===== src/rtl/adf_prog_pkg.sv =====
// Shared definitions for the adf_prog programmable divider.
// Contents:
//   adf_state_t   - divider control state {LOAD, RUN}
//   ADF_*_DEF     - default parameter values for adf_prog
//   adf_sat_half  - forms the half-period count from the period word
//                   (right shift, then saturation to the counter range)
package adf_pkg;

    typedef enum logic [0:0] {
        LOAD = 1'b0,
        RUN  = 1'b1
    } adf_state_t;

    localparam int unsigned ADF_IN_W_DEF  = 16;
    localparam int unsigned ADF_SHIFT_DEF = 2;
    localparam int unsigned ADF_CNT_W_DEF = 14;

    // Works on a 32-bit container so one function serves every parameter set;
    // the caller narrows the result to its counter width.
    function automatic logic [31:0] adf_sat_half(input logic [31:0] fin_w,
                                                 input int unsigned shift,
                                                 input int unsigned cnt_w);
        logic [31:0] shifted;
        logic [31:0] limit;
        shifted = fin_w >> shift;
        limit   = (32'd1 << cnt_w) - 32'd1;
        if (shifted > limit) begin
            return limit;
        end else begin
            return shifted;
        end
    endfunction

endpackage


===== src/rtl/adf_prog.sv =====
// adf_prog - programmable 50 %-duty divider for the DPLL feedback path.
// Divides dco_clk by 2*(H+1), where H = fin_w >> SHIFT saturated to CNT_W bits.
// The half-period count in use (half_act) is only reloaded at a toggle edge,
// so changes of fin_w never shorten or stretch the half-period in progress.
// Ports:
//   dco_clk   in   1      only clock
//   rst_n     in   1      asynchronous active-low reset
//   fin_w     in   IN_W   measured period word, may change any cycle
//   en        in   1      count enable; low freezes counter, fout, half_act
//   sync      in   1      one-cycle realign pulse; forces fout low, back to LOAD
//   fout      out  1      divided clock, registered
//   fout_rise out  1      high in the cycle fout has just gone 0->1
//   half_act  out  CNT_W  half-period count currently in use
module adf_prog
    import adf_pkg::*;
#(
    parameter int unsigned IN_W  = ADF_IN_W_DEF,
    parameter int unsigned SHIFT = ADF_SHIFT_DEF,
    parameter int unsigned CNT_W = ADF_CNT_W_DEF
) (
    input  logic             dco_clk,
    input  logic             rst_n,
    input  logic [IN_W-1:0]  fin_w,
    input  logic             en,
    input  logic             sync,
    output logic             fout,
    output logic             fout_rise,
    output logic [CNT_W-1:0] half_act
);

    adf_state_t       r_state;
    adf_state_t       w_state_nx;
    logic [CNT_W-1:0] r_cnt;
    logic [CNT_W-1:0] w_cnt_nx;
    logic [CNT_W-1:0] r_half;
    logic [CNT_W-1:0] w_half_nx;
    logic             r_fout;
    logic             w_fout_nx;
    logic             r_rise;
    logic             w_rise_nx;
    logic [CNT_W-1:0] w_h;

    // Candidate half-period count from the live period word; sampled into
    // r_half only on LOAD or at a toggle edge.
    assign w_h = CNT_W'(adf_sat_half(32'(fin_w), SHIFT, CNT_W));

    // Next-state and next-output decode; sync outranks enable and terminal count.
    always_comb begin
        w_state_nx = r_state;
        w_cnt_nx   = r_cnt;
        w_half_nx  = r_half;
        w_fout_nx  = r_fout;
        w_rise_nx  = 1'b0;
        if (sync) begin
            w_state_nx = LOAD;
            w_cnt_nx   = {CNT_W{1'b0}};
            w_fout_nx  = 1'b0;
        end else begin
            case (r_state)
                LOAD: begin
                    if (en) begin
                        w_half_nx  = w_h;
                        w_cnt_nx   = {CNT_W{1'b0}};
                        w_state_nx = RUN;
                    end else begin
                        w_state_nx = LOAD;
                    end
                end
                RUN: begin
                    if (en) begin
                        // ">=" rather than "==" keeps the counter from ever
                        // running past half_act, so it cannot wrap.
                        if (r_cnt >= r_half) begin
                            w_cnt_nx  = {CNT_W{1'b0}};
                            w_fout_nx = ~r_fout;
                            w_rise_nx = ~r_fout;
                            w_half_nx = w_h;
                        end else begin
                            w_cnt_nx = r_cnt + CNT_W'(1'b1);
                        end
                    end else begin
                        w_state_nx = RUN;
                    end
                end
                default: begin
                    w_state_nx = LOAD;
                    w_cnt_nx   = {CNT_W{1'b0}};
                    w_fout_nx  = 1'b0;
                end
            endcase
        end
    end

    // Control state register.
    always_ff @(posedge dco_clk or negedge rst_n) begin
        if (!rst_n) begin
            r_state <= LOAD;
        end else begin
            r_state <= w_state_nx;
        end
    end

    // Half-period counter.
    always_ff @(posedge dco_clk or negedge rst_n) begin
        if (!rst_n) begin
            r_cnt <= {CNT_W{1'b0}};
        end else begin
            r_cnt <= w_cnt_nx;
        end
    end

    // Divided clock and its rising-edge marker, updated together.
    always_ff @(posedge dco_clk or negedge rst_n) begin
        if (!rst_n) begin
            r_fout <= 1'b0;
            r_rise <= 1'b0;
        end else begin
            r_fout <= w_fout_nx;
            r_rise <= w_rise_nx;
        end
    end

    // Active half-period count.
    always_ff @(posedge dco_clk or negedge rst_n) begin
        if (!rst_n) begin
            r_half <= {CNT_W{1'b0}};
        end else begin
            r_half <= w_half_nx;
        end
    end

    assign fout      = r_fout;
    assign fout_rise = r_rise;
    assign half_act  = r_half;

endmodule


===== config.mk =====
export PLATFORM = sky130hd
export DESIGN_NAME = adf_prog
export DESIGN_NICKNAME = d
export VERILOG_FILES = /design/src/rtl/adf_prog_pkg.sv /design/src/rtl/adf_prog.sv
export SDC_FILE = /design/constraint.sdc
export NUM_CORES = 1
export LEC_CHECK = 0
export ABC_AREA = 1
export BUFFER_PORTS_ARGS = -buffer_cell sky130_fd_sc_hd__buf_2
export CORE_UTILIZATION = 44
export CTS_BUF_LIST = sky130_fd_sc_hd__clkbuf_4
export CTS_CLUSTER_SIZE = 28
export DETAILED_ROUTE_END_ITERATION = 7
export PLACE_DENSITY = 0.68
export SYNTH_ARGS = -nofsm -noshare
export SYNTH_HDL_FRONTEND = slang
export SYNTH_SLANG_ARGS = --single-unit

===== constraint.sdc =====
create_clock -name dco_clk -period 1.72 [get_ports dco_clk]
set_input_delay 0.086 -clock dco_clk [delete_from_list [all_inputs] [get_ports dco_clk]]
set_output_delay 0.086 -clock dco_clk [all_outputs]
set_load 0.05 [all_outputs]

* Yosys cells after proc, flatten, opt, wreduce, memory -nomap -nowiden
Index checks and enable logic that the tools add are counted.
** Storage, ports and cells
- Bits in registers :: 31
- Input port bits :: 20
- Logic and storage cells :: 43
** Cells by class
- Add/subtract/negate cells :: 1
- Order comparisons :: 2
- Equality and inequality tests :: 5
- Multiplexer cells :: 21
- Bitwise logic cells :: 3
- Reductions and logical operators :: 6
** Operators by type and width (number)
- $mux W14 :: 8
- $pmux W14 S2 :: 2
- $add A14 B1 Y14 const B :: 1
- $ge A14 B14 Y1 :: 1
- $gt A14 B14 Y1 const B :: 1
- $mux W1 :: 10
- $ne A3 B3 Y1 const B :: 2
- $reduce_bool A2 Y1 :: 3
- $ne A2 B2 Y1 const B :: 2
- $reduce_and A4 Y1 :: 1
- $not A1 Y1 :: 3
- $reduce_and A3 Y1 :: 1
- $ne A2 B1 Y1 const B :: 1
- $pmux W1 S2 :: 1
- $reduce_and A2 Y1 :: 1

* Depth between registers and ports, before layout
Gate-level depths: netlist of run 1.
- Word-level depth :: 5
- Mapped depth :: 13
- Gate-level depth less buffers :: 12

* Worst setup path before layout of run 1
No wires, ideal clock.
- Path type :: register to register
- From :: register r_half[11] (netlist: half_act[11])
- To :: register r_half[10] (netlist: half_act[10])
- Library setup time :: 0.119 ns
- Arrival time :: 1.879 ns
- Slack :: -0.278 ns
- Cell stages (with the launch flop) :: 12
- Path buffers :: 1
- Clock period less this slack :: 1.998 ns
- Cell sequence :: dfrtp_1 inv_1 ha_1 nand2_1 nand2_1 nand2_1 nand2_1 nor2_4 nand4_4 buf_4 nand3_1 nand2_1
** On the way
- Cells in the longest elaborated chain, start to end :: 3
** Ends and longest elaborated chain
- from (decl) :: RTL line adf_prog.sv:35 : logic [CNT_W-1:0] r_half;
- from (signal assigned) :: RTL line adf_prog.sv:126 : r_half <= {CNT_W{1'b0}};
- from (signal assigned) :: RTL line adf_prog.sv:128 : r_half <= w_half_nx;
- $ge A14 B14 Y1 :: RTL line adf_prog.sv:73 : if (r_cnt >= r_half) begin
- $ne A2 B1 Y1 (no source line)
- $reduce_and A4 Y1 (no source line)
No other way between the ends.
A chain may end at the register's enable or synchronous reset.

* Worst setup path in the final report of run 1
- From :: register r_half[6] (netlist: half_act[6])
- To :: register r_half[0] (netlist: half_act[0])
The elaborated chain is that of the path after synthesis.

==> results.json, run 1 <==
{
  "synth.avg_cell_area_um2": 7.18,
  "p_leak_nw": 1.58,
  "layout_commonest_cell": "nand2_1",
  "cp_max_fo": 5,
  "synth.ff_latch_count": 31,
  "max-vdd-ir-drop_mv": 0.534,
  "synth_nets": 318,
  "drtIter0Drc": 124,
  "layout-drive-gt1-share_pct": 42.1,
  "fmax_ghz": 0.565,
  "nets": 402,
  "dr.pass1.iters": 4,
  "yosysUniqueCellTypes": 23,
  "max_stage_delay_ps": 450,
  "critPathTopFamily": "simple AND/OR/NAND/NOR gates",
  "viasPerCell": 5.03,
  "setup_viol": 12,
  "die_y_um": 70.0,
  "numClockSinks": 31,
  "clockBufferDepth": 2,
  "ys_seq_area_share_pct": 38.2,
  "clkTransAtPathRegs_ps": 130,
  "cts_inserted_buffers": 5,
  "io_buffers": 33,
  "cpMostUsedCell": "nand2_1",
  "slew_headroom_pct": 50.8,
  "fin_ws_ps": -51.0,
  "rsz0062_at_grt": "yes",
  "gp_congestion": 0.818,
  "path_cells": "inv_2, ha_4, nand2_2, nor2_1, nand2_1, nand2_1, nand2_2, nand4_4, clkbuf_16, nand3_1, nand2_1",
  "fin_util_pct": 69.5,
  "fin_crit_ps": 1770,
  "netlist_instances": 283,
  "total_power_w": 0.00208,
  "drv_slew": 0,
  "crit_required_ps": 1970,
  "cts_tree": "done",
  "min_path_type": "input port to flop",
  "status": "finished with violations",
  "die_w_um": 70.0,
  "h-tree-depth": 2,
  "ios": 36,
  "antenna_left": 0,
  "post-synth-top-area-cell": "dfrtp_1",
  "synth_top_area_share_pct": 38.2,
  "fp.dieArea_um2": 4900,
  "core-area_um2": 4380,
  "tightestPinTransition_ps": 738,
  "vias": 2112,
  "grt_pass1_vias": 1947,
  "synth_area_leaders": "dfrtp_1, nand2_1, ha_1",
  "grt_max_degree": 32,
  "hold_violations": 0,
  "finalHoldWorstSlack_ps": 10.9,
  "violations": "setup timing",
  "cts-root-buf": "clkbuf_4",
  "yosys_warnings": 0,
  "wl_per_cell_um": 13.7,
  "antenna_found_initial": 0,
  "area_delta_synth_final_pct": 49.9,
  "critPathCaptureType": "flop",
  "period_share_pct": 103,
  "path_class": "flop to flop",
  "synthesis.area_um2": 2030,
  "track_usage_pct": 22.0,
  "drt_wl_total_um": 5770,
  "critPathBufInv": 2,
  "slowest_stage": "dfrtp_2",
  "diodes": 0,
  "startpoint_type": "flop",
  "dp.final_hpwl_um": 3420,
  "skew_ps": 22.4,
  "start_util_pct": 46.4,
  "power_density_nw_per_um2": 682,
  "final_cell_mix": "nand2_1, buf_2, buf_4",
  "grt_pass1_wl_um": 8540,
  "grt_overflow": 0,
  "drcViolationCount": 0,
  "cap_violations": 0,
  "clk_latency_ps": 350,
  "crit_arrival_ps": 2020,
  "rows": 24
}
-- report_power, final --
group          internal, W  total (W)  switching (W)
clock network     0.000156   0.000454       0.000298
registers         0.000799   0.000855      0.0000558
logic             0.000276   0.000769       0.000493
-- sequential cells by signal, indices dropped and copies added, names as in the netlist --
name       count
fout           1
fout_rise      1
half_act      14
r_cnt         14
r_state        1
-- synth_stat cells --
cell type	count
nand2_1	103
inv_1	42
dfrtp_1	31
nand3_1	24
nor2_1	21
ha_1	15
nand4_1	15
a21oi_1	5
buf_4	4
o21ai_0	4
buf_2	3
xor2_1	3
o21bai_1	2
o22ai_1	2
buf_6	1
clkbuf_1	1
nand2_4	1
nand3b_1	1
nand4_4	1
nor2_2	1
nor2_4	1
o21a_1	1
xnor2_1	1
-- routing by layer --
metal | vias to the layer above | wire [um] | GRT usage [%]
met4 | 0 | 127 | 7.56
met1 | 986 | 2450 | 27.2
li1 | 1062 | - | -
met5 | - | 0 | 0
met3 | 10 | 176 | 3.46
met2 | 54 | 3010 | 38.7
-- repair_timing --
action | 4_1_cts | 5_1_grt
gates cloned | 0 | 1
resized for setup | 1 | 59
buffers inserted | 1 | 10
pin swaps | 0 | 26
endpoints found under the setup margin | 16 | 29
endpoints found under the hold margin | 46 | 0
hold buffers | 16 | 0
-- tightest hold or removal path, stage by stage --
cell and delay (ps):
buf_2 110, nor2_1 50, nor2_1 70
-- cell type report --
class	count	area [um^2]
fill	334	1340
multi-input combinational	201	1330
sequential	31	795
timing repair buffer	86	643
inverter	42	158
tap	52	65.1
clock buffer	5	37.5
clock inverter	3	20.0
-- through the flow --
stage               cells  setup slack [ps]  TNS [ps]  area, um^2
floorplan             283             -82.2      -785        2090
global placement      384              33.6         0        2440
detailed placement    384             -1.79     -1.79        2440
CTS                   409             -17.9     -98.8        2670
global route          420              -132     -2260        3050
finish                420             -51.0      -203        3050
-- worst paths after layout --
path,slack [ps],to,startpoint,depth (start not counted)
worst max register to register,-50,half_act[0]$_DFFE_PN0P_,half_act[6]$_DFFE_PN0P_,11
min in group asynchronous,310,half_act[4]$_DFFE_PN0P_,rst_n,2
max in group asynchronous,850,half_act[12]$_DFFE_PN0P_,rst_n,2
worst min-delay path,10,r_state$_DFF_PN0_,en,3
worst min register to register,510,half_act[2]$_DFFE_PN0P_,half_act[2]$_DFFE_PN0P_,2
worst max-delay path,-50,half_act[0]$_DFFE_PN0P_,half_act[6]$_DFFE_PN0P_,11
-- cell families after synthesis --
group	Yosys count	share of synthesized area, %
AO/OA/AOI/OAI	14	3.94
XOR/XNOR	4	1.72
flip-flops	31	38.2
buffers and inverters	51	10.7
adder cells (fa/ha/maj)	15	9.23
AND/OR/NAND/NOR	168	36.2
Note: power is estimated with default switching activity, not from simulation.
==> run 2, diff against run 1 <==
--- a/config.mk
+++ b/config.mk
@@ -11,7 +11,7 @@
 export CTS_BUF_LIST = sky130_fd_sc_hd__clkbuf_4
 export CTS_CLUSTER_SIZE = 28
 export DETAILED_ROUTE_END_ITERATION = 7
-export PLACE_DENSITY = 0.68
+export PLACE_DENSITY = 0.65
 export SYNTH_ARGS = -nofsm -noshare
 export SYNTH_HDL_FRONTEND = slang
 export SYNTH_SLANG_ARGS = --single-unit
==> constraint.sdc (replaced) <==
create_clock -name dco_clk -period 2.29 [get_ports dco_clk]
set_input_delay 0.1145 -clock dco_clk [delete_from_list [all_inputs] [get_ports dco_clk]]
set_output_delay 0.1145 -clock dco_clk [all_outputs]
set_load 0.05 [all_outputs]
==> results.json, run 2 (synthesis gave the netlist of run 1 again) <==
{
  "die_y_um": 70.0,
  "worstReg2RegStart": "half_act[11]$_DFFE_PN0P_",
  "hold_depth": 3,
  "rr_worst_depth": 11,
  "die_w_um": 70.0,
  "placed_area_um2": 2270,
  "slew_headroom_pct": 51.7,
  "max-vdd-ir-drop_mv": 0.389,
  "gp_congestion": 0.833,
  "path_cells": "inv_1, ha_1, nand2_1, nand2_1, nand2_1, nand2_1, nor2_4, nand2_1, nor2_2, nand4_1, nand2_1",
  "fin_crit_ps": 1990,
  "layout_commonest_cell": "nand2_1",
  "cpMostUsedCell": "nand2_1",
  "final_cell_area_um2": 2490,
  "hold_start": "en",
  "antenna_left": 0,
  "crit_required_ps": 2570,
  "tightestPinTransition_ps": 724,
  "cts_inserted_buffers": 5,
  "final_cells": 392,
  "startpoint_type": "flop",
  "rows": 24,
  "setup_viol": 0,
  "p_leak_nw": 1.43,
  "vias": 1929,
  "setup_tns_ps": 0,
  "grt_pass1_wl_um": 8200,
  "numClockSinks": 31,
  "critPathBufInv": 1,
  "drt_wl_total_um": 4690,
  "grt.met2_usage_pct": 37.0,
  "grt_busiest_layer": "met2",
  "drv_slew": 0,
  "ios": 36,
  "grt_pass1_vias": 1836,
  "h-tree-depth": 2,
  "seqCellArea_um2": 776,
  "rsz0062_at_grt": "no",
  "cts_tree": "done",
  "slowest_stage": "nor2_2",
  "total_power_w": 0.00139,
  "area_delta_synth_final_pct": 22.6,
  "viasPerCell": 4.92,
  "core-area_um2": 4380,
  "diodes": 0,
  "cts-root-buf": "clkbuf_4",
  "grt_use_met1_pct": 25.6,
  "final_cell_mix": "nand2_1, inv_1, buf_2",
  "fillers": 436,
  "rrSetupSlack_ps": 300,
  "fin_util_pct": 56.9,
  "hold_violations": 0,
  "skew_ps": 15.6,
  "status": "complete, no violations",
  "holdPathEnd": "r_state$_DFF_PN0_",
  "antenna_found_initial": 0,
  "drcViolationCount": 0,
  "crit_arrival_ps": 2270,
  "clockBufferDepth": 2,
  "rr_endpoint": "r_cnt[11]$_DFFE_PN0P_",
  "track_usage_pct": 21.2,
  "fmax_ghz": 0.501,
  "clkTransAtPathRegs_ps": 110,
  "io_buffers": 33,
  "nets": 374,
  "multiInputGateArea_um2": 1040,
  "dpl.cell_count": 368,
  "cp_max_fo": 11,
  "start_util_pct": 46.4,
  "period_share_pct": 87.1,
  "grt_overflow": 0,
  "dr.pass1.iters": 4,
  "fp.dieArea_um2": 4900,
  "clk_latency_ps": 350,
  "wl_per_cell_um": 12.0,
  "cap_violations": 0,
  "grtUsageMet3_pct": 4.62,
  "path_class": "flop to flop",
  "max_stage_delay_ps": 440,
  "power_density_nw_per_um2": 558,
  "grt_max_degree": 32,
  "min_path_type": "input port to flop",
  "critPathTopFamily": "simple AND/OR/NAND/NOR gates",
  "dp.final_hpwl_um": 3230,
  "critPathCaptureType": "flop",
  "layout-drive-gt1-share_pct": 16.5,
  "drtIter0Drc": 88
}
## run 2: worst max-delay path by stage
stage	end	cells past startpoint	slack, ps	start
floorplan	half_act[10]$_DFFE_PN0P_	11	290	half_act[11]$_DFFE_PN0P_
global placement	fout$_DFFE_PN0P_	10	130	r_cnt[13]$_DFFE_PN0P_
detailed placement	r_cnt[11]$_DFFE_PN0P_	10	90	r_cnt[13]$_DFFE_PN0P_
CTS	r_cnt[11]$_DFFE_PN0P_	11	70	half_act[11]$_DFFE_PN0P_
global route	half_act[5]$_DFFE_PN0P_	11	110	half_act[5]$_DFFE_PN0P_
finish	r_cnt[11]$_DFFE_PN0P_	11	300	half_act[11]$_DFFE_PN0P_
## run 2: what timing repair did
item	4_1_cts	5_1_grt
setup endpoints to repair	0	11
setup buffers	0	0
hold buffers	16	0
endpoints found under the hold margin	46	0
resized for setup	0	1
## run 2: final cells by class
type,instances,share of cell area (%)
Clock buffer,6,1.81
Clock inverter,2,0.502
Inverter,42,6.32
Multi-Input combinational cell,201,41.9
Sequential cell,31,31.1
Tap cell,52,2.61
Timing Repair Buffer,58,15.8
## run 2: worst register-to-register path, stage by stage, from the launching register on
cell,delay [ps]
dfrtp_1,380
inv_1,50
ha_1,320
nand2_1,80
nand2_1,50
nand2_1,50
nand2_1,70
nor2_4,150
nand2_1,80
nor2_2,440
nand4_1,160
nand2_1,90
## run 2: per-layer routing
layer / part of all wire, % / wire length [um]
met3: 5.0 / 234
met4: 1.5 / 71
met5: 0 / 0
met1: 45 / 2120
met2: 48 / 2260
## run 2: power by group
group / switching [W] / internal, W / total, W
sequential: 0.0000336 / 0.000592 / 0.000626
combinational: 0.000302 / 0.000123 / 0.000425
clock: 0.000210 / 0.000130 / 0.000340
total: 0.000546 / 0.000846 / 0.00139
## run 2: through the flow
stage	setup slack [ps]	hold WS [ps]
floorplan	292	-181
global placement	128	215
detailed placement	91.8	219
CTS	70.8	33.8
global route	107	57.5
finish	296	49.8
